## src/rtl/binary_stream_thresh_pkg.sv

```systemverilog
// Shared constants and types for the gray-to-binary stream thresholder.
package binary_pkg;

  localparam logic [1:0] MODE_FIXED = 2'd0;
  localparam logic [1:0] MODE_MEAN  = 2'd1;
  localparam logic [1:0] MODE_HYST  = 2'd2;

  typedef enum logic {
    IDLE   = 1'b0,
    ACTIVE = 1'b1
  } frame_state_t;

endpackage

```

## src/rtl/binary_stream_thresh_if.sv

```systemverilog
// Pixel stream bundle: gray pixels in, binary pixels out, each with valid/sof/eof.
interface binary_stream_thresh_if #(
  parameter int unsigned DATA_W = 8
);
  logic              in_valid;
  logic              in_sof;
  logic              in_eof;
  logic [DATA_W-1:0] gray;
  logic              out_valid;
  logic              out_sof;
  logic              out_eof;
  logic [DATA_W-1:0] binary;

  modport master (
    output in_valid, in_sof, in_eof, gray,
    input  out_valid, out_sof, out_eof, binary
  );

  modport slave (
    input  in_valid, in_sof, in_eof, gray,
    output out_valid, out_sof, out_eof, binary
  );
endinterface

```

## src/rtl/binary_stream_thresh_mean_acc.sv

```systemverilog
// Per-frame pixel sum and count; publishes the frame mean on a well-formed
// eof and flags short/long or aborted frames.
module binary_mean_acc #(
  parameter int unsigned DATA_W      = 8,
  parameter int unsigned PIX_LOG2    = 14,
  parameter int unsigned INIT_THRESH = 128
) (
  input  logic              clk,
  input  logic              rst,
  input  logic              beat,
  input  logic              sof,
  input  logic              eof,
  input  logic              abort,
  input  logic [DATA_W-1:0] gray,
  output logic [DATA_W-1:0] mean,
  output logic              frame_err
);
  localparam int unsigned SUM_W = DATA_W + PIX_LOG2 + 1;
  localparam int unsigned CNT_W = PIX_LOG2 + 1;
  localparam logic [CNT_W-1:0] CNT_FULL = CNT_W'(1 << PIX_LOG2);

  logic [SUM_W-1:0]  sum_q,  sum_d;
  logic [CNT_W-1:0]  cnt_q,  cnt_d;
  logic [DATA_W-1:0] mean_q, mean_d;
  logic              err_q,  err_d;

  // Accumulate the accepted pixel; the eof check uses the totals including it.
  always_comb begin
    sum_d  = sum_q;
    cnt_d  = cnt_q;
    mean_d = mean_q;
    err_d  = 1'b0;
    if (beat) begin
      if (sof) begin
        sum_d = SUM_W'(gray);
        cnt_d = CNT_W'(1);
      end else begin
        sum_d = sum_q + SUM_W'(gray);
        cnt_d = (cnt_q == '1) ? cnt_q : cnt_q + 1'b1;
      end
      if (eof) begin
        if (cnt_d == CNT_FULL) mean_d = DATA_W'(sum_d >> PIX_LOG2);
        else                   err_d  = 1'b1;
      end
    end
    if (abort) err_d = 1'b1;
  end

  // Accumulator, mean and error-pulse registers.
  always_ff @(posedge clk or posedge rst) begin
    if (rst) begin
      sum_q  <= '0;
      cnt_q  <= '0;
      mean_q <= DATA_W'(INIT_THRESH);
      err_q  <= 1'b0;
    end else begin
      sum_q  <= sum_d;
      cnt_q  <= cnt_d;
      mean_q <= mean_d;
      err_q  <= err_d;
    end
  end

  assign mean      = mean_q;
  assign frame_err = err_q;
endmodule

```

## src/rtl/binary_stream_thresh.sv

```systemverilog
// Streaming gray-to-binary thresholder: fixed, frame-mean adaptive or
// hysteresis compare, two-cycle pipeline with matched sof/eof markers.
module binary_stream_thresh
  import binary_pkg::*;
#(
  parameter int unsigned DATA_W      = 8,
  parameter int unsigned PIX_LOG2    = 14,
  parameter int unsigned INIT_THRESH = 128
) (
  input  logic                   clk,
  input  logic                   rst,
  binary_stream_thresh_if.slave  strm,
  input  logic [1:0]             cfg_mode,
  input  logic [DATA_W-1:0]      cfg_th_lo,
  input  logic [DATA_W-1:0]      cfg_th_hi,
  input  logic                   cfg_invert,
  output logic [DATA_W-1:0]      cur_thresh,
  output logic                   frame_err
);
  frame_state_t state_q, state_d;
  logic accept, abort, start;

  logic [1:0]        mode_q, mode_d;
  logic [DATA_W-1:0] thr_q,  thr_d;
  logic [DATA_W-1:0] hi_q,   hi_d;
  logic              inv_q,  inv_d;
  logic              hyst_q, hyst_d;
  logic              pix_hi;
  logic [DATA_W-1:0] mean;

  logic              s1_valid_q, s1_valid_d, s1_sof_q, s1_sof_d, s1_eof_q, s1_eof_d;
  logic              s1_hi_q, s1_hi_d, s1_inv_q, s1_inv_d;
  logic              out_valid_q, out_valid_d, out_sof_q, out_sof_d, out_eof_q, out_eof_d;
  logic [DATA_W-1:0] binary_q, binary_d;

  // Frame state register.
  always_ff @(posedge clk or posedge rst) begin
    if (rst) state_q <= IDLE;
    else     state_q <= state_d;
  end

  // Next frame state: sof always (re)starts a frame, eof closes it.
  always_comb begin
    state_d = state_q;
    if (strm.in_valid) begin
      if (strm.in_sof)                          state_d = strm.in_eof ? IDLE : ACTIVE;
      else if (state_q == ACTIVE && strm.in_eof) state_d = IDLE;
    end
  end

  // Beat classification: accepted pixel, frame start, aborting restart.
  always_comb begin
    start  = strm.in_valid & strm.in_sof;
    accept = strm.in_valid & (strm.in_sof | (state_q == ACTIVE));
    abort  = start & (state_q == ACTIVE);
  end

  // Config latch; the _d values double as the settings for the current beat,
  // so the sof pixel is compared with its own frame's fresh config.
  always_comb begin
    mode_d = mode_q;
    thr_d  = thr_q;
    hi_d   = hi_q;
    inv_d  = inv_q;
    if (start) begin
      mode_d = cfg_mode;
      thr_d  = (cfg_mode == MODE_MEAN) ? mean : cfg_th_lo;
      hi_d   = cfg_th_hi;
      inv_d  = cfg_invert;
    end
  end

  // Stage 1 compare; hysteresis memory is forced to 0 on the sof pixel.
  always_comb begin
    hyst_d = hyst_q;
    if (mode_d == MODE_HYST) begin
      if (strm.gray >= hi_d)     pix_hi = 1'b1;
      else if (strm.gray < thr_d) pix_hi = 1'b0;
      else                        pix_hi = start ? 1'b0 : hyst_q;
    end else begin
      pix_hi = (strm.gray >= thr_d);
    end
    if (accept) hyst_d = pix_hi;
  end

  // Pipeline stage contents.
  always_comb begin
    s1_valid_d  = accept;
    s1_sof_d    = accept & strm.in_sof;
    s1_eof_d    = accept & strm.in_eof;
    s1_hi_d     = pix_hi;
    s1_inv_d    = inv_d;
    out_valid_d = s1_valid_q;
    out_sof_d   = s1_sof_q;
    out_eof_d   = s1_eof_q;
    binary_d    = s1_valid_q ? {DATA_W{s1_hi_q ^ s1_inv_q}} : '0;
  end

  // Config, hysteresis and pipeline registers; reset flushes everything.
  always_ff @(posedge clk or posedge rst) begin
    if (rst) begin
      mode_q      <= MODE_FIXED;
      thr_q       <= '0;
      hi_q        <= '0;
      inv_q       <= 1'b0;
      hyst_q      <= 1'b0;
      s1_valid_q  <= 1'b0;
      s1_sof_q    <= 1'b0;
      s1_eof_q    <= 1'b0;
      s1_hi_q     <= 1'b0;
      s1_inv_q    <= 1'b0;
      out_valid_q <= 1'b0;
      out_sof_q   <= 1'b0;
      out_eof_q   <= 1'b0;
      binary_q    <= '0;
    end else begin
      mode_q      <= mode_d;
      thr_q       <= thr_d;
      hi_q        <= hi_d;
      inv_q       <= inv_d;
      hyst_q      <= hyst_d;
      s1_valid_q  <= s1_valid_d;
      s1_sof_q    <= s1_sof_d;
      s1_eof_q    <= s1_eof_d;
      s1_hi_q     <= s1_hi_d;
      s1_inv_q    <= s1_inv_d;
      out_valid_q <= out_valid_d;
      out_sof_q   <= out_sof_d;
      out_eof_q   <= out_eof_d;
      binary_q    <= binary_d;
    end
  end

  binary_mean_acc #(
    .DATA_W      (DATA_W),
    .PIX_LOG2    (PIX_LOG2),
    .INIT_THRESH (INIT_THRESH)
  ) u_mean_acc (
    .clk       (clk),
    .rst       (rst),
    .beat      (accept),
    .sof       (strm.in_sof),
    .eof       (strm.in_eof),
    .abort     (abort),
    .gray      (strm.gray),
    .mean      (mean),
    .frame_err (frame_err)
  );

  assign strm.out_valid = out_valid_q;
  assign strm.out_sof   = out_sof_q;
  assign strm.out_eof   = out_eof_q;
  assign strm.binary    = binary_q;
  assign cur_thresh     = thr_q;
endmodule

```

## src/flat_wrapper.sv

```systemverilog
// flat-port wrapper written by rule: the top's interface ports become plain ports
module binary_stream_thresh_flat import binary_pkg::*;
#(
  parameter int unsigned DATA_W      = 8,
  parameter int unsigned PIX_LOG2    = 14,
  parameter int unsigned INIT_THRESH = 128
)
  (clk, rst, cfg_mode, cfg_th_lo, cfg_th_hi, cfg_invert, cur_thresh, frame_err, strm_in_valid, strm_in_sof, strm_in_eof, strm_gray, strm_out_valid, strm_out_sof, strm_out_eof, strm_binary);
  binary_stream_thresh_if #(.DATA_W(DATA_W)) strm_i ();
  input  logic clk;
  input  logic rst;
  input  logic [1:0] cfg_mode;
  input  logic [DATA_W-1:0] cfg_th_lo;
  input  logic [DATA_W-1:0] cfg_th_hi;
  input  logic cfg_invert;
  output logic [DATA_W-1:0] cur_thresh;
  output logic frame_err;
  input wire logic [$bits(strm_i.in_valid)-1:0] strm_in_valid;
  input wire logic [$bits(strm_i.in_sof)-1:0] strm_in_sof;
  input wire logic [$bits(strm_i.in_eof)-1:0] strm_in_eof;
  input wire logic [$bits(strm_i.gray)-1:0] strm_gray;
  output wire logic [$bits(strm_i.out_valid)-1:0] strm_out_valid;
  output wire logic [$bits(strm_i.out_sof)-1:0] strm_out_sof;
  output wire logic [$bits(strm_i.out_eof)-1:0] strm_out_eof;
  output wire logic [$bits(strm_i.binary)-1:0] strm_binary;
  assign strm_i.in_valid = strm_in_valid;
  assign strm_i.in_sof = strm_in_sof;
  assign strm_i.in_eof = strm_in_eof;
  assign strm_i.gray = strm_gray;
  assign strm_out_valid = strm_i.out_valid;
  assign strm_out_sof = strm_i.out_sof;
  assign strm_out_eof = strm_i.out_eof;
  assign strm_binary = strm_i.binary;
  binary_stream_thresh #(.DATA_W(DATA_W), .PIX_LOG2(PIX_LOG2), .INIT_THRESH(INIT_THRESH)) u_core (.clk(clk), .rst(rst), .strm(strm_i), .cfg_mode(cfg_mode), .cfg_th_lo(cfg_th_lo), .cfg_th_hi(cfg_th_hi), .cfg_invert(cfg_invert), .cur_thresh(cur_thresh), .frame_err(frame_err));
endmodule
```

## config.mk

```make
export PLATFORM = sky130hd
export DESIGN_NAME = binary_stream_thresh_flat
export DESIGN_NICKNAME = d
export VERILOG_FILES = /design/src/rtl/binary_stream_thresh_pkg.sv /design/src/rtl/binary_stream_thresh_if.sv /design/src/rtl/binary_stream_thresh_mean_acc.sv /design/src/rtl/binary_stream_thresh.sv /design/src/flat_wrapper.sv
export SDC_FILE = /design/constraint.sdc
export NUM_CORES = 1
export LEC_CHECK = 0
export ABC_CLOCK_PERIOD_IN_PS = 5650
export CELL_PAD_IN_SITES_DETAIL_PLACEMENT = 1
export CELL_PAD_IN_SITES_GLOBAL_PLACEMENT = 2
export CORE_MARGIN = 2
export CORE_UTILIZATION = 35
export CTS_CLUSTER_DIAMETER = 30
export DETAILED_ROUTE_END_ITERATION = 10
export PLACE_DENSITY_LB_ADDON = 0.1
export SYNTH_ARGS = -nofsm -noshare
export SYNTH_HDL_FRONTEND = slang
export SYNTH_SLANG_ARGS = --single-unit
```

## constraint.sdc

```tcl
create_clock -name clk -period 5.65 [get_ports clk]
set_input_delay 0.565 -clock clk [delete_from_list [all_inputs] [get_ports clk]]
set_output_delay 0.565 -clock clk [all_outputs]
set_load 0.005 [all_outputs]
```

-- Word-level counts from Yosys, hierarchy flattened
Index checks and enable logic that the tools add are counted.
- register bits after elaboration: 83
- bits of input ports: 32
- logic and storage cells: 58
- add/sub/neg operators: 2
- magnitude comparators: 3
- equal/unequal tests: 4
- multiplexer cells: 20
- bitwise operators: 7
- reductions and logical operators: 4
- operators with widths (operator ; number):
    $mux 15 ; 3
    $mux 8 ; 4
    $eq 15x15->1 const B ; 2
    $add 23x8->23 ; 1
    $mux 23 ; 1
    $ge 8x8->1 ; 2
    $add 15x1->15 const B ; 1
    $mux 1 ; 11
    $lt 8x8->1 ; 1
    $and 1x1->1 ; 5
    $reduce_and 3->1 ; 1
    $eq 2x1->1 const B ; 1
    $eq 2x2->1 const B ; 1
    $mux 2 ; 1
    $reduce_and 2->1 ; 1
    $reduce_bool 2->1 ; 1
    $logic_and 1x1->1 ; 1
    $or 1x1->1 ; 1
    $xor 1x1->1 ; 1

-- Longest topological paths before layout
Gate-level depths: netlist of run 1.
- depth after elaboration: 9
- mapped depth: 15
- mapped depth without buffers: 12

-- By module
Synthesis of run 1 repeated with hierarchy kept, for this count alone.
- cell total of the unflattened synthesis: 476
- area total of the unflattened synthesis: 4678.2 sq um
- modules (own cells, without submodules) (module ; times used ; cells each ; area each (sq um) ; sequential area each (sq um)):
    binary_mean_acc ; 1 ; 327 ; 3005.4 ; 1152.4
    binary_stream_thresh ; 1 ; 149 ; 1672.9 ; 725.7

-- Worst setup path before layout of run 1
No wires, ideal clock.
- kind: input to register
- from: in strm_in_sof
- to: reg u_core.hyst_q
- setup time: 0.135 ns
- arrival: 2.773 ns
- setup slack: 2.742 ns
- stages on the path: 13
- buffers on the path: 3
- cell sequence: buf_2 nand2_1 clkbuf_1 clkbuf_1 nand2_1 o21a_1 ha_1 a21o_1 a21o_1 a21oi_1 o21a_1 a32o_1 o211ai_1
- word-level cells in the longest chain between the ends: 6
- elaborated cells on any way between the ends: 14
- RTL lines (item ; RTL line ; text):
    start: declaration ; flat_wrapper.sv:19 ; input wire logic [$bits(strm_i.in_sof)-1:0] strm_in_sof;
    $and 1x1->1 ; binary_stream_thresh.sv:53 ; start = strm.in_valid & strm.in_sof;
    $mux 8 ; binary_stream_thresh.sv:65 ; if (start) begin
    $lt 8x8->1 ; binary_stream_thresh.sv:78 ; else if (strm.gray < thr_d) pix_hi = 1'b0;
    $mux 1 ; binary_stream_thresh.sv:78 ;
    $mux 1 ; binary_stream_thresh.sv:77 ; if (strm.gray >= hi_d) pix_hi = 1'b1;
    $mux 1 ; binary_stream_thresh.sv:76 ; if (mode_d == MODE_HYST) begin
    end signal: assignment ; binary_stream_thresh.sv:121 ; hyst_q <= hyst_d;
    end: declaration ; binary_stream_thresh.sv:27 ; logic hyst_q, hyst_d;
Several ways; a longest one is shown, not always the timed one.
A chain may end at the register's enable or synchronous reset.

-- Final worst setup path of run 1
- from: in cfg_mode[0]
- to: reg u_core.hyst_q
- word-level cells in the longest chain between the ends: 7
- elaborated cells on any way between the ends: 10
- RTL lines (item ; RTL line ; text):
    start: declaration ; flat_wrapper.sv:12 ; input logic [1:0] cfg_mode;
    $eq 2x1->1 * ; binary_stream_thresh.sv:67 ; thr_d = (cfg_mode == MODE_MEAN) ? mean : cfg_th_lo;
    $mux 8 * ; binary_stream_thresh.sv:67 ;
    $mux 8 * ; binary_stream_thresh.sv:65 ;
    net u_core.thr_d[1] ; binary_stream_thresh.sv:24 ; logic [DATA_W-1:0] thr_q, thr_d;
    $lt 8x8->1 ; binary_stream_thresh.sv:78 ;
    $mux 1 ; binary_stream_thresh.sv:78 ;
    $mux 1 ; binary_stream_thresh.sv:77 ;
    $mux 1 * ; binary_stream_thresh.sv:76 ;
Mark *: on every way through the listed nets, which the timed path passes. The rest lies on a longest branch.

==> results of run 1 <==
[worst min path at each step]
stage                     slack, ps  cells after the start                             to                        from
after floorplan                 330                      0  u_core.strm.out_eof$_DFF_PP0_  u_core.out_eof_d$_DFF_PP0_
after global placement          330                      0  u_core.strm.out_eof$_DFF_PP0_  u_core.out_eof_d$_DFF_PP0_
after detailed placement        340                      0  u_core.strm.out_eof$_DFF_PP0_  u_core.out_eof_d$_DFF_PP0_
after CTS                       350                      0  u_core.strm.out_eof$_DFF_PP0_  u_core.out_eof_d$_DFF_PP0_
after global routing            360                      0  u_core.strm.out_eof$_DFF_PP0_  u_core.out_eof_d$_DFF_PP0_
final                           350                      0  u_core.strm.out_eof$_DFF_PP0_  u_core.out_eof_d$_DFF_PP0_
[flip-flops by register name, summed over array words and instances (netlist names), 2 cells and up]
| name | count |
|---|---|
| u_core.mode_q | 2 |
| u_core.u_mean_acc.mean | 8 |
| u_core.u_mean_acc.cnt_q | 15 |
| u_core.u_mean_acc.sum_q | 22 |
| u_core.cur_thresh | 8 |
| u_core.hi_q | 8 |
[cells in the final DEF, fill, tap and decap left out, types with 8 or more instances in the layout]
master           count
and3_1              10
clkbuf_16            9
nand4_1             12
a21oi_1             21
o21a_1               9
xnor2_1             12
nor2_1              38
nand2_1             55
mux2_4               8
a31oi_1              8
xor2_1              12
nor3_1              11
mux2i_1             24
inv_1               24
nand3_1             13
dfrtp_1             74
ha_1                25
clkdlybuf4s50_1     51
o21ai_0             36
[layer usage]
| metal | track usage, % | share of wire [%] | vias to the layer above | routed length (um) |
|---|---|---|---|---|
| li1 | - | - | 1782 | - |
| met3 | 2.665 | 2.4 | 12 | 280 |
| met1 | 25.62 | 52 | 1781 | 6121 |
| met2 | 27.54 | 44 | 46 | 5137 |
| met4 | 6.325 | 1.6 | 0 | 191 |
| met5 | 0 | 0 | - | 0 |
[power groups by stage]
stage,combinational [mW],clock (mW),sequential [mW]
floorplan,0.290,0,0.633
global placement,0.401,0,0.648
detailed placement,0.414,0,0.651
CTS,0.418,0.604,0.641
global route,0.467,0.626,0.652
finish,0.409,0.586,0.640
[cell families after synthesis]
logic type	count (synthesis)	share of synthesized area [%]
AOI/OAI and AO/OA	106	15.17
xor gates and xnor gates	24	4.617
adders and majority gates	26	7.310
buffers and inverters	58	5.606
DFF	75	41.25
muxes	32	7.914
and+or+nand+nor	167	18.14
[cell type report]
class	instances	area, um^2	share of cell area (%)
well taps	172	215.2	3.944
repair buffers	56	548.0	10.04
clock inverters	4	51.30	0.9402
inverters	25	93.84	1.720
flip-flops and latches	75	1878	34.42
multi-input cells	355	2424	44.42
clock buffers	12	246.5	4.517
[worst max-delay path, delay by kind of cell]
family	cells	cell delay, ps
fa+ha+maj	1	300
mux	1	160
simple gates	3	960
compound gates	6	1010
buf+inv	2	550
[stage by stage]
stage / util [%] / hold slack (ps) / instance area, um^2 / cells
2_1_floorplan: - / 331.2 / 4553 / 488
3_3_place_gp: 40.71 / 334.9 / 5159 / 683
3_5_place_dp: 40.71 / 336.3 / 5159 / 683
4_1_cts: 43.06 / 350.8 / 5456 / 699
5_1_grt: 43.06 / 362.8 / 5456 / 699
6_report: 43.06 / 349.5 / 5456 / 699
==> impl_metrics.csv, run 1 <==
group,metric,value,unit
synth,synthCells,488,
clock_network,htreeDepth,3,
global_routing,grt_pass1_wl,19840,um
pwr,power.leakage,2.497,nW
synth,yosysMostFrequentCell,"dfrtp_1",
timing,slew_violations,0,
pwr,ir_drop,0.1233,mV
run,drv_cap,0,
synth,synth_area_leader_cell,"dfrtp_1",
synth,synth_fp_nets,546,
setup_path,path_cells,"clkdlybuf4s50_1 -> nor2b_1 -> mux2i_1 -> o21ai_0 -> inv_1 -> ha_1 -> nor2b_1 -> o21ai_0 -> nand2b_1 -> a21oi_1 -> o21a_1 -> a32o_1 -> o211ai_1",
clock_network,numCtsBuffers,9,
clock_network,cts_setup_buffers,0,
setup_path,timing.rr.end,"u_core.u_mean_acc.mean[2]$_DFFE_PP0P_",
setup_path,cp_slowest_cell,"nor2b_1",
timing,hold_violations,0,
global_routing,grt_pass1_vias,3790,
placement,io_buffer_count,51,
clock_network,clock-sinks,75,
synth,yosys-top-cells-count,"74 x dfrtp_1, 55 x nand2_1, 38 x nor2_1, 36 x o21ai_0",
setup_path,start_kind,"input pin",
outcome,status,"completed",
timing,fmax,0.2993,GHz
global_routing,antenna_found_initial,0,
pwr,power_switching,0.4963,mW
setup_path,crit_type,"input pin to flip-flop",
synth,syn_area,4553,um^2
floorplan,io_pins,52,
timing,fin_crit,3342,ps
timing,tightest_slew,937.7,ps
placement,place_congestion,0.8147,
synth,async_flop_share,100.0,%
setup_path,cp-endpoint,"u_core.hyst_q$_DFFE_PP0P_",
floorplan,core,12670,um^2
pwr,internal_power,1.139,mW
synth,ys_dominant_reg_cell,"dfrtp_1",
clock_network,hold_buffers,0,
timing,setup_ws,2308,ps
pwr,pwr-share-comb,25.0,%
clock_network,clockBufferDepth,2,
clock_network,cts_resized,0,
clock_network,cts_tree,"built",
global_routing,grt-ovfl-total,0,
final_layout,area_delta_synth_final,19.84,%
drt,finalWirelength,11730,um
pwr,power,1.636,mW
drt,dr.pass1.iters,4,
pwr,p_per_area,299.7,nW/um^2
synth,yosys.cell_types.count,56,
placement,pre_cts_ws,1961,ps
placement,dp_hpwl,8482,um
floorplan,die_area,13940,um^2
synth,netlist.area_leader.share,40.67,%
global_routing,grt_max_degree,44,
setup_path,r2r_setup_slack,2690,ps
drt,viasPerCell,5.180,
setup_path,worst_r2r_startpoint,"u_core.u_mean_acc.cnt_q[0]$_DFFE_PP0P_",
synth,syn_avg_cell_area,9.330,um^2
drt,drt-initial-drc-count,126,
pwr,p_sw_share,30.35,%
drt,ant_nets,0,
setup_path,cp.arrival,3550,ps
timing,finalCritPeriodShare,59.14,%
timing,skew,6.766,ps
floorplan,die_y,118.1,um
pwr,power_frac_clock,35.8,%
timing,rsz0062_at_grt,"false",
setup_path,critPathRequiredTime,5860,ps
drt,route.detailed.drc,0,
synth,synth_area_leaders,"dfrtp_1 41%, ha_1 6.9%, mux2i_1 5.3%",
synth,synth_edf_count,0,
final_layout,num_antenna_cells,0,
setup_path,worst-path-max-fanout,8,
clock_network,clk_latency,350,ps
setup_path,rr_worst_depth,8,
clock_network,cts_root_buf,"clkbuf_16",
timing,slew_headroom,37.36,%
timing,setup_tns,0,ps
setup_path,worstSetupEndpointType,"flip-flop",
drt,post_drt_wl_per_cell,16.78,um
hold_path,min_path_type,"flip-flop to flip-flop",
pwr,p_seq_share,39.1,%
setup_path,crit_start,"cfg_mode[0]",
final_layout,layout-drive-gt1-share,8.159,%
final_layout,nets,580,
synth,yosys_warnings,0,
timing,setup_viol_count_final,0,
drt,via_count,3621,
synth,synth-seq-cells,75,
floorplan,fp-row-count,41,
floorplan,die_w,118.1,um
setup_path,max_stage_delay,740,ps
synth,ys_seq_area_share,41.25,%
clock_network,clk_pin_slew_worst_paths,60,ps
global_routing,track_usage,17.91,%
final_layout,n_fill_cell,1472,
floorplan,initial_core_util,35.93,%
Note: power is estimated with default switching activity, not from simulation.
==> run 2, diff against run 1 <==
Settings changed: ABC_CLOCK_PERIOD_IN_PS 5650 to 2950, CORE_UTILIZATION 35 to 32.
Clock period 5.65 ns to 2.95 ns, I/O delays scaled along.
==> impl_metrics.csv, run 2 (synthesis results as in run 1) <==
group,metric,value,unit
timing,fin_crit,2817,ps
timing,hold_violations,0,
global_routing,grt_max_degree,44,
final_layout,area_delta_synth_final,26.02,%
outcome,status,"completed",
timing,tightest_slew,653.4,ps
timing,setup_tns,0,ps
drt,ant_nets,0,
clock_network,cts_tree,"built",
floorplan,initial_core_util,32.80,%
clock_network,clk_pin_slew_worst_paths,60,ps
placement,dp.cells,718,
timing,whs,353.1,ps
setup_path,worst-path-max-fanout,4,
setup_path,crit_type,"input pin to flip-flop",
drt,post_drt_wl_per_cell,16.95,um
global_routing,antenna_found_initial,0,
timing,slew_headroom,56.38,%
setup_path,path_buf_inv,1,
clock_network,htreeDepth,3,
timing,slew_violations,0,
setup_path,r2r_setup_slack,160,ps
run,drv_cap,0,
floorplan,die_area,15200,um^2
timing,fmax,0.3550,GHz
final_layout,regMostFlops,"u_core.u_mean_acc.sum_q",
setup_path,cp.arrival,3040,ps
final_layout,num_antenna_cells,0,
drt,via_count,3739,
setup_path,max_stage_delay,440,ps
timing,setup_viol_count_final,0,
setup_path,start_kind,"input pin",
final_layout,n_fill_cell,1565,
floorplan,die_y,123.3,um
final_layout,ff_latch_area,1878,um^2
global_routing,track_usage,17.97,%
setup_path,cp_top_family,"compound AO/OA/AOI/OAI gates",
global_routing,grt_pass1_vias,3950,
pwr,ir_drop,0.2994,mV
floorplan,fp-row-count,43,
placement,io_buffer_count,51,
timing,rsz0062_at_grt,"true",
final_layout,final_cell_mix,"74 x dfrtp_1, 55 x nand2_1, 51 x clkdlybuf4s50_1",
pwr,p_per_area,574.4,nW/um^2
drt,finalWirelength,12440,um
hold_path,min_path_type,"flip-flop to flip-flop",
clock_network,clock-sinks,75,
clock_network,clockBufferDepth,2,
clock_network,hold_buffers,0,
setup_path,worstSetupEndpointType,"flip-flop",
drt,drt-initial-drc-count,123,
setup_path,cp_slowest_cell,"a2111oi_1",
final_layout,instances_no_fill,734,
final_layout,layout_commonest_cell,"dfrtp_1",
timing,skew,6.446,ps
drt,dr.pass1.iters,4,
global_routing,grt-ovfl-total,0,
final_layout,nets,607,
final_layout,layout-drive-gt1-share,13.00,%
drt,viasPerCell,5.094,
floorplan,die_w,123.3,um
clock_network,cts_root_buf,"clkbuf_16",
placement,place_congestion,0.7448,
setup_path,path_cells,"clkdlybuf4s50_1 -> ha_1 -> fa_1 -> a21oi_1 -> o21ai_0 -> a2111oi_1 -> nor3_1 -> and3_1 -> xor2_1 -> mux2_4",
final_layout,multi_input_area,2425,um^2
setup_path,critPathRequiredTime,3170,ps
final_layout,largest_register_ffs,22,
clock_network,numCtsBuffers,9,
floorplan,io_pins,52,
timing,finalCritPeriodShare,95.50,%
drt,route.detailed.drc,0,
global_routing,grt_pass1_wl,20810,um
floorplan,core,13880,um^2
placement,dp_hpwl,9221,um
final_layout,top_regs,"u_core.u_mean_acc.sum_q: 22 flops, u_core.u_mean_acc.cnt_q: 15 flops",
clock_network,cts_setup_buffers,0,
clock_network,clk_latency,340,ps
pwr,power.leakage,2.667,nW
==> run 2: where the power goes <==
part | switching (mW) | leakage [nW] | total (mW) | internal (mW)
clock | 0.429 | 0.165 | 1.21 | 0.782
sequential | 0.0839 | 0.976 | 1.22 | 1.14
combinational | 0.446 | 1.53 | 0.864 | 0.417
total | 0.959 | 2.67 | 3.30 | 2.34
==> run 2: per-stage QoR <==
step                power [mW]  area (um^2)  setup WS [ps]  utilization [%]
floorplan                1.766         4553          311.9                -
global placement         2.078         5409         -89.18            38.97
detailed placement       2.104         5409         -103.8            38.97
CTS                      3.352         5737          48.25            41.33
global route             3.518         5738         -36.80            41.34
finish                   3.296         5738          132.9            41.34
==> run 2: layout make-up <==
cell class | count | share of cell area, %
clock inverter | 5 | 1.308
inverter | 25 | 1.635
timing repair buffer | 83 | 13.74
multi-input combinational | 355 | 42.26
tap | 180 | 3.925
clock buffer | 11 | 4.405
sequential | 75 | 32.73
==> run 2: path summary, 6_finish.rpt <==
check / startpoint / endpoint / depth (start not counted)
min in group asynchronous: rst / u_core.strm.out_sof$_DFF_PP0_ / 2
worst max register to register: u_core.u_mean_acc.sum_q[0]$_DFFE_PP0P_ / u_core.u_mean_acc.mean[0]$_DFFE_PP0P_ / 9
worst min register to register: u_core.out_eof_d$_DFF_PP0_ / u_core.strm.out_eof$_DFF_PP0_ / 0
worst min-delay path: u_core.out_eof_d$_DFF_PP0_ / u_core.strm.out_eof$_DFF_PP0_ / 0
worst max-delay path: strm_gray[0] / u_core.u_mean_acc.mean[0]$_DFFE_PP0P_ / 10
max in group asynchronous: rst / u_core.hi_q[0]$_DFF_PP0_ / 3
==> run 2: repair_timing <==
item | in CTS | in global routing
setup endpoints to repair | 0 | 6
resized for setup | 0 | 1
endpoints found under the hold margin | 0 | 0
==> run 2: layer usage <==
layer  global-route usage, %  up-vias  part of all wire (%)
li1                        -     1839                     -
met1                   24.86     1849                    50
met2                   28.81       39                    47
met3                   2.952       12                   2.4
met4                   5.398        0                   1.2
met5                       0        -                     0
==> run 3, diff against run 2 <==
Settings changed: ABC_CLOCK_PERIOD_IN_PS 2950 to 2300.
Clock period 2.95 ns to 2.3 ns, I/O delays scaled along.
==> impl_metrics.csv, run 3 (synthesis results as in run 1) <==
group,metric,value,unit
clock_network,cts_root_buf,"clkbuf_16",
setup_path,worstSetupEndpointType,"flip-flop",
timing,fmax,0.4000,GHz
placement,dp.cells,773,
setup_path,crit_type,"flip-flop to flip-flop",
drt,dr.pass1.iters,4,
setup_path,worst-path-max-fanout,4,
pwr,ir_drop,0.3240,mV
timing,setup_ws,-200.3,ps
floorplan,fp-row-count,43,
setup_path,cp.arrival,2730,ps
clock_network,numCtsBuffers,9,
timing,rsz0062_at_grt,"true",
floorplan,die_y,123.3,um
clock_network,htreeDepth,3,
placement,io_buffer_count,51,
timing,skew,12.03,ps
drt,route.detailed.drc,0,
placement,dp_hpwl,10310,um
final_layout,top_regs,"u_core.u_mean_acc.sum_q: 22 flops, u_core.u_mean_acc.cnt_q: 15 flops",
drt,ant_nets,0,
outcome,violations,"negative setup slack",
drt,via_count,3971,
clock_network,clk_latency,350,ps
global_routing,grt-ovfl-total,0,
clock_network,clk_pin_slew_worst_paths,70,ps
floorplan,initial_core_util,32.80,%
drt,viasPerCell,4.958,
global_routing,grtUsageMet2,33.55,%
global_routing,grt_pass1_vias,4307,
timing,tightest_slew,593.6,ps
final_layout,instances_no_fill,801,
timing,setup_tns,-1758,ps
final_layout,largest_register_ffs,22,
placement,pre_cts_ws,-661.6,ps
global_routing,grt_max_degree,28,
floorplan,die_area,15200,um^2
clock_network,hold_buffers,0,
clock_network,clock-sinks,75,
final_layout,area_delta_synth_final,41.80,%
global_routing,track_usage,19.10,%
pwr,p_per_area,690.8,nW/um^2
global_routing,busiest_layer,"met2",
timing,hold_violations,0,
timing,setup_viol_count_final,13,
timing,slew_violations,0,
timing,finalCritPeriodShare,108.7,%
final_layout,regMostFlops,"u_core.u_mean_acc.sum_q",
final_layout,nets,674,
global_routing,antenna_found_initial,0,
outcome,status,"complete, but fails checks",
drt,drt-initial-drc-count,93,
floorplan,die_w,123.3,um
drt,finalWirelength,13740,um
setup_path,start_kind,"flip-flop",
final_layout,n_fill_cell,1591,
pwr,power.leakage,3.041,nW
final_layout,num_antenna_cells,0,
clock_network,clockBufferDepth,2,
global_routing,gr-usage-met3,3.275,%
timing,slew_headroom,60.37,%
final_layout,final_cell_area,6456,um^2
floorplan,core,13880,um^2
run,drv_cap,0,
hold_path,min_path_type,"input pin to asynchronous set/reset pin",
global_routing,gr-usage-met1,24.15,%
final_layout,layout-drive-gt1-share,27.54,%
placement,postPlaceCellArea,5858,um^2
setup_path,critPathRequiredTime,2530,ps
floorplan,io_pins,52,
final_layout,final_cell_mix,"90 x buf_4, 73 x dfrtp_1, 52 x nand2_1",
global_routing,grt_pass1_wl,22210,um
clock_network,cts_tree,"built",
placement,place_congestion,0.7668,
timing,whs,276.3,ps
drt,post_drt_wl_per_cell,17.15,um
final_layout,layout_commonest_cell,"buf_4",
timing,fin_crit,2500,ps
## run 3: cell count changes in the layout (fill, tap and decap cells not counted), sizes merged
cell           delta
buf              +67
clkdlybuf4s50     -5
dlygate4sd2       +3
inv               +3
bufinv            -2
clkbuf            -2
clkinvlp          +2
dlymetal6s2s      +2
clkinv            -1
## run 3: layout make-up
cell class / instances / area, um^2 / area share (%)
Multi-Input combinational cell: 355 / 2639 / 40.87
Sequential cell: 75 / 1879 / 29.11
Timing Repair Buffer: 150 / 1333 / 20.64
Clock buffer: 9 / 225.2 / 3.488
Tap cell: 180 / 225.2 / 3.488
Inverter: 25 / 93.84 / 1.453
Clock inverter: 7 / 61.31 / 0.9496
## run 3: path summary, 6_finish.rpt
kind	start	endpoint	slack, ps	cells past startpoint
worst min-delay path	rst	u_core.out_sof_d$_DFF_PP0_	280	2
worst max-delay path	u_core.u_mean_acc.cnt_q[1]$_DFFE_PP0P_	u_core.u_mean_acc.mean[2]$_DFFE_PP0P_	-200	9
max in group asynchronous	rst	u_core.u_mean_acc.mean[7]$_DFFE_PP1P_	1390	3
worst min register to register	u_core.out_sof_d$_DFF_PP0_	u_core.strm.out_sof$_DFF_PP0_	350	0
min in group clk	strm_in_valid	u_core.cur_thresh[1]$_DFF_PP0_	290	3
worst max register to register	u_core.u_mean_acc.cnt_q[1]$_DFFE_PP0P_	u_core.u_mean_acc.mean[2]$_DFFE_PP0P_	-200	9
## run 3: power by group
part | internal [mW] | switching, mW
Combinational | 0.791 | 0.711
Sequential | 1.46 | 0.112
Clock | 0.750 | 0.637
## run 3: critical path: stages, from the launching register on
cell and delay [ps]:
dfrtp_1 390, ha_4 160, and4_4 250, nand3_2 80, and3_4 180, or3_4 330, a2111oi_4 400, o211ai_4 130
buf_4 170, mux2_4 290
## run 3: repair_timing
item / 4_1_cts / 5_1_grt
endpoints found under the setup margin: 25 / 19
pin swaps: 9 / 13
resized for setup: 18 / 37
cloned: 0 / 1
buffers inserted: 2 / 9
## run 3: per-stage QoR
| stage | power [mW] | util [%] |
|---|---|---|
| after floorplan | 2.290 | - |
| after global placement | 2.788 | 42.20 |
| after detailed placement | 2.847 | 42.20 |
| after CTS | 4.346 | 44.81 |
| after global routing | 4.739 | 46.51 |
| final | 4.460 | 46.51 |
## run 3: layer usage
| metal | wire length, um | share of wire, % | up-vias |
|---|---|---|---|
| li1 | - | - | 1967 |
| met2 | 6960 | 51 | 44 |
| met1 | 6237 | 45 | 1949 |
| met4 | 159 | 1.2 | 0 |
| met5 | 0 | 0 | - |
| met3 | 380 | 2.8 | 11 |
==> edit, RTL diff (config.mk and constraints of run 3) <==
`DATA_W` is set to 8 in 4 places; all go to 6.
--- a/src/rtl/binary_stream_thresh_if.sv
+++ b/src/rtl/binary_stream_thresh_if.sv
@@ -1,6 +1,6 @@
 // Pixel stream bundle: gray pixels in, binary pixels out, each with valid/sof/eof.
 interface binary_stream_thresh_if #(
-  parameter int unsigned DATA_W = 8
+  parameter int unsigned DATA_W = 6
 );
   logic              in_valid;
   logic              in_sof;
--- a/src/rtl/binary_stream_thresh_mean_acc.sv
+++ b/src/rtl/binary_stream_thresh_mean_acc.sv
@@ -1,7 +1,7 @@
 // Per-frame pixel sum and count; publishes the frame mean on a well-formed
 // eof and flags short/long or aborted frames.
 module binary_mean_acc #(
-  parameter int unsigned DATA_W      = 8,
+  parameter int unsigned DATA_W      = 6,
   parameter int unsigned PIX_LOG2    = 14,
   parameter int unsigned INIT_THRESH = 128
 ) (
--- a/src/rtl/binary_stream_thresh.sv
+++ b/src/rtl/binary_stream_thresh.sv
@@ -3,7 +3,7 @@
 module binary_stream_thresh
   import binary_pkg::*;
 #(
-  parameter int unsigned DATA_W      = 8,
+  parameter int unsigned DATA_W      = 6,
   parameter int unsigned PIX_LOG2    = 14,
   parameter int unsigned INIT_THRESH = 128
 ) (
--- a/src/flat_wrapper.sv
+++ b/src/flat_wrapper.sv
@@ -1,7 +1,7 @@
 // flat-port wrapper written by rule: the top's interface ports become plain ports
 module binary_stream_thresh_flat import binary_pkg::*;
 #(
-  parameter int unsigned DATA_W      = 8,
+  parameter int unsigned DATA_W      = 6,
   parameter int unsigned PIX_LOG2    = 14,
   parameter int unsigned INIT_THRESH = 128
 )
Interface: changed (5 resized); port bits go from 52 to 42. No check against the original RTL was run, so the function may have changed too.
==> edit against run 3 <==
- the run still ends with setup timing left
- clock skew shrank 5.6 ps
- via count fell by 11%
- fmax decreased by 5.2%
- synthesized area down 13%
- sequential cell count is 8 lower
- total power decreased by 9.4%
- wire length shrank 14%
- worst setup slack got worse by 140 ps
- cell area is 10% lower
- critical endpoint is now u_core.u_mean_acc.mean[5]$_DFFE_PP0P_
- highest routed layer unchanged
==> edit: results <==
[outcome]
outcome = finished with violations
violations = setup timing

[placed_design]
placed_area_mm2 = 0.00522
gp_congestion = 0.779
io_buffers = 41

[power_and_ir_drop]
pg_clk_mw = 1.63
power.static_leakage_nw = 2.83
ir_drop_mv = 0.299
comb_power_mw = 1.04

[timing]
setup-violations-final = 6
clock_skew_ps = 6.47
setup_slack_ps = -338

[critical_path]
cp_data_arrival_time_ps = 2860
worst_path_max_delay_cell = or4_4
crit_fanout = 6
slowest_delay_ps = 610

[route]
route.met3.wl_um = 352
m1WireLength_mm = 5.11
wl_mm = 11.8

[yosys]
synthXorXnorAreaFrac_pct = 5.06
synthMuxAreaShare_pct = 7.07
yosysSeqAreaShare_pct = 42.1
synthTopCellsByCount = dfrtp_1, nand2_1, nor2_1
synth_area_leaders = dfrtp_1, ha_1, nand2_1
synthesis.nets = 480
synthAdderAreaFrac_pct = 6.47

[global_routing]
met1_usage_pct = 22.8
grtUsageMet2_pct = 34.8
grt_usage_pct = 19.3
grtUsageMet3_pct = 3.66
grt_pass1_wl_mm = 19.6
grt_max_degree = 68

[finish]
reg_top3 = u_core.u_mean_acc.sum_q (20), u_core.u_mean_acc.cnt_q (15)

[clock_network]
cts_setup_buffers = 9
==> edit: path summary, 6_finish.rpt <==
path / depth (start not counted) / endpoint / startpoint / slack (ps)
setup / recovery: 7 / u_core.u_mean_acc.mean[5]$_DFFE_PP0P_ / u_core.u_mean_acc.cnt_q[11]$_DFFE_PP0P_ / -340
hold / removal: 3 / u_core.mode_q[1]$_DFF_PP0_ / cfg_mode[1] / 170
setup reg to reg: 7 / u_core.u_mean_acc.mean[5]$_DFFE_PP0P_ / u_core.u_mean_acc.cnt_q[11]$_DFFE_PP0P_ / -340
hold reg to reg: 0 / u_core.strm.out_eof$_DFF_PP0_ / u_core.out_eof_d$_DFF_PP0_ / 360
max in group asynchronous: 3 / u_core.u_mean_acc.cnt_q[0]$_DFFE_PP0P_ / rst / 1700
min in group asynchronous: 3 / u_core.strm.out_valid$_DFF_PP0_ / rst / 300
==> edit: through the flow <==
| stage | hold slack, ps | setup WS, ps | utilization, % | instances | power [mW] |
|---|---|---|---|---|---|
| after floorplan | 315 | -283 | - | 434 | 1.93 |
| after global placement | 333 | -549 | 43.2 | 706 | 2.35 |
| after detailed placement | 348 | -640 | 43.2 | 706 | 2.39 |
| after CTS | 317 | -292 | 47.2 | 731 | 4.07 |
| after global routing | 182 | -406 | 47.9 | 734 | 4.28 |
| final | 169 | -338 | 47.9 | 734 | 4.04 |
==> edit: area by class of cell <==
| type | count | share of cell area, % |
|---|---|---|
| Clock buffer | 12 | 4.26 |
| Clock inverter | 4 | 1.69 |
| Inverter | 24 | 1.56 |
| Multi-Input combinational cell | 320 | 38.8 |
| Sequential cell | 67 | 29.0 |
| Tap cell | 168 | 3.64 |
| Timing Repair Buffer | 139 | 21.0 |
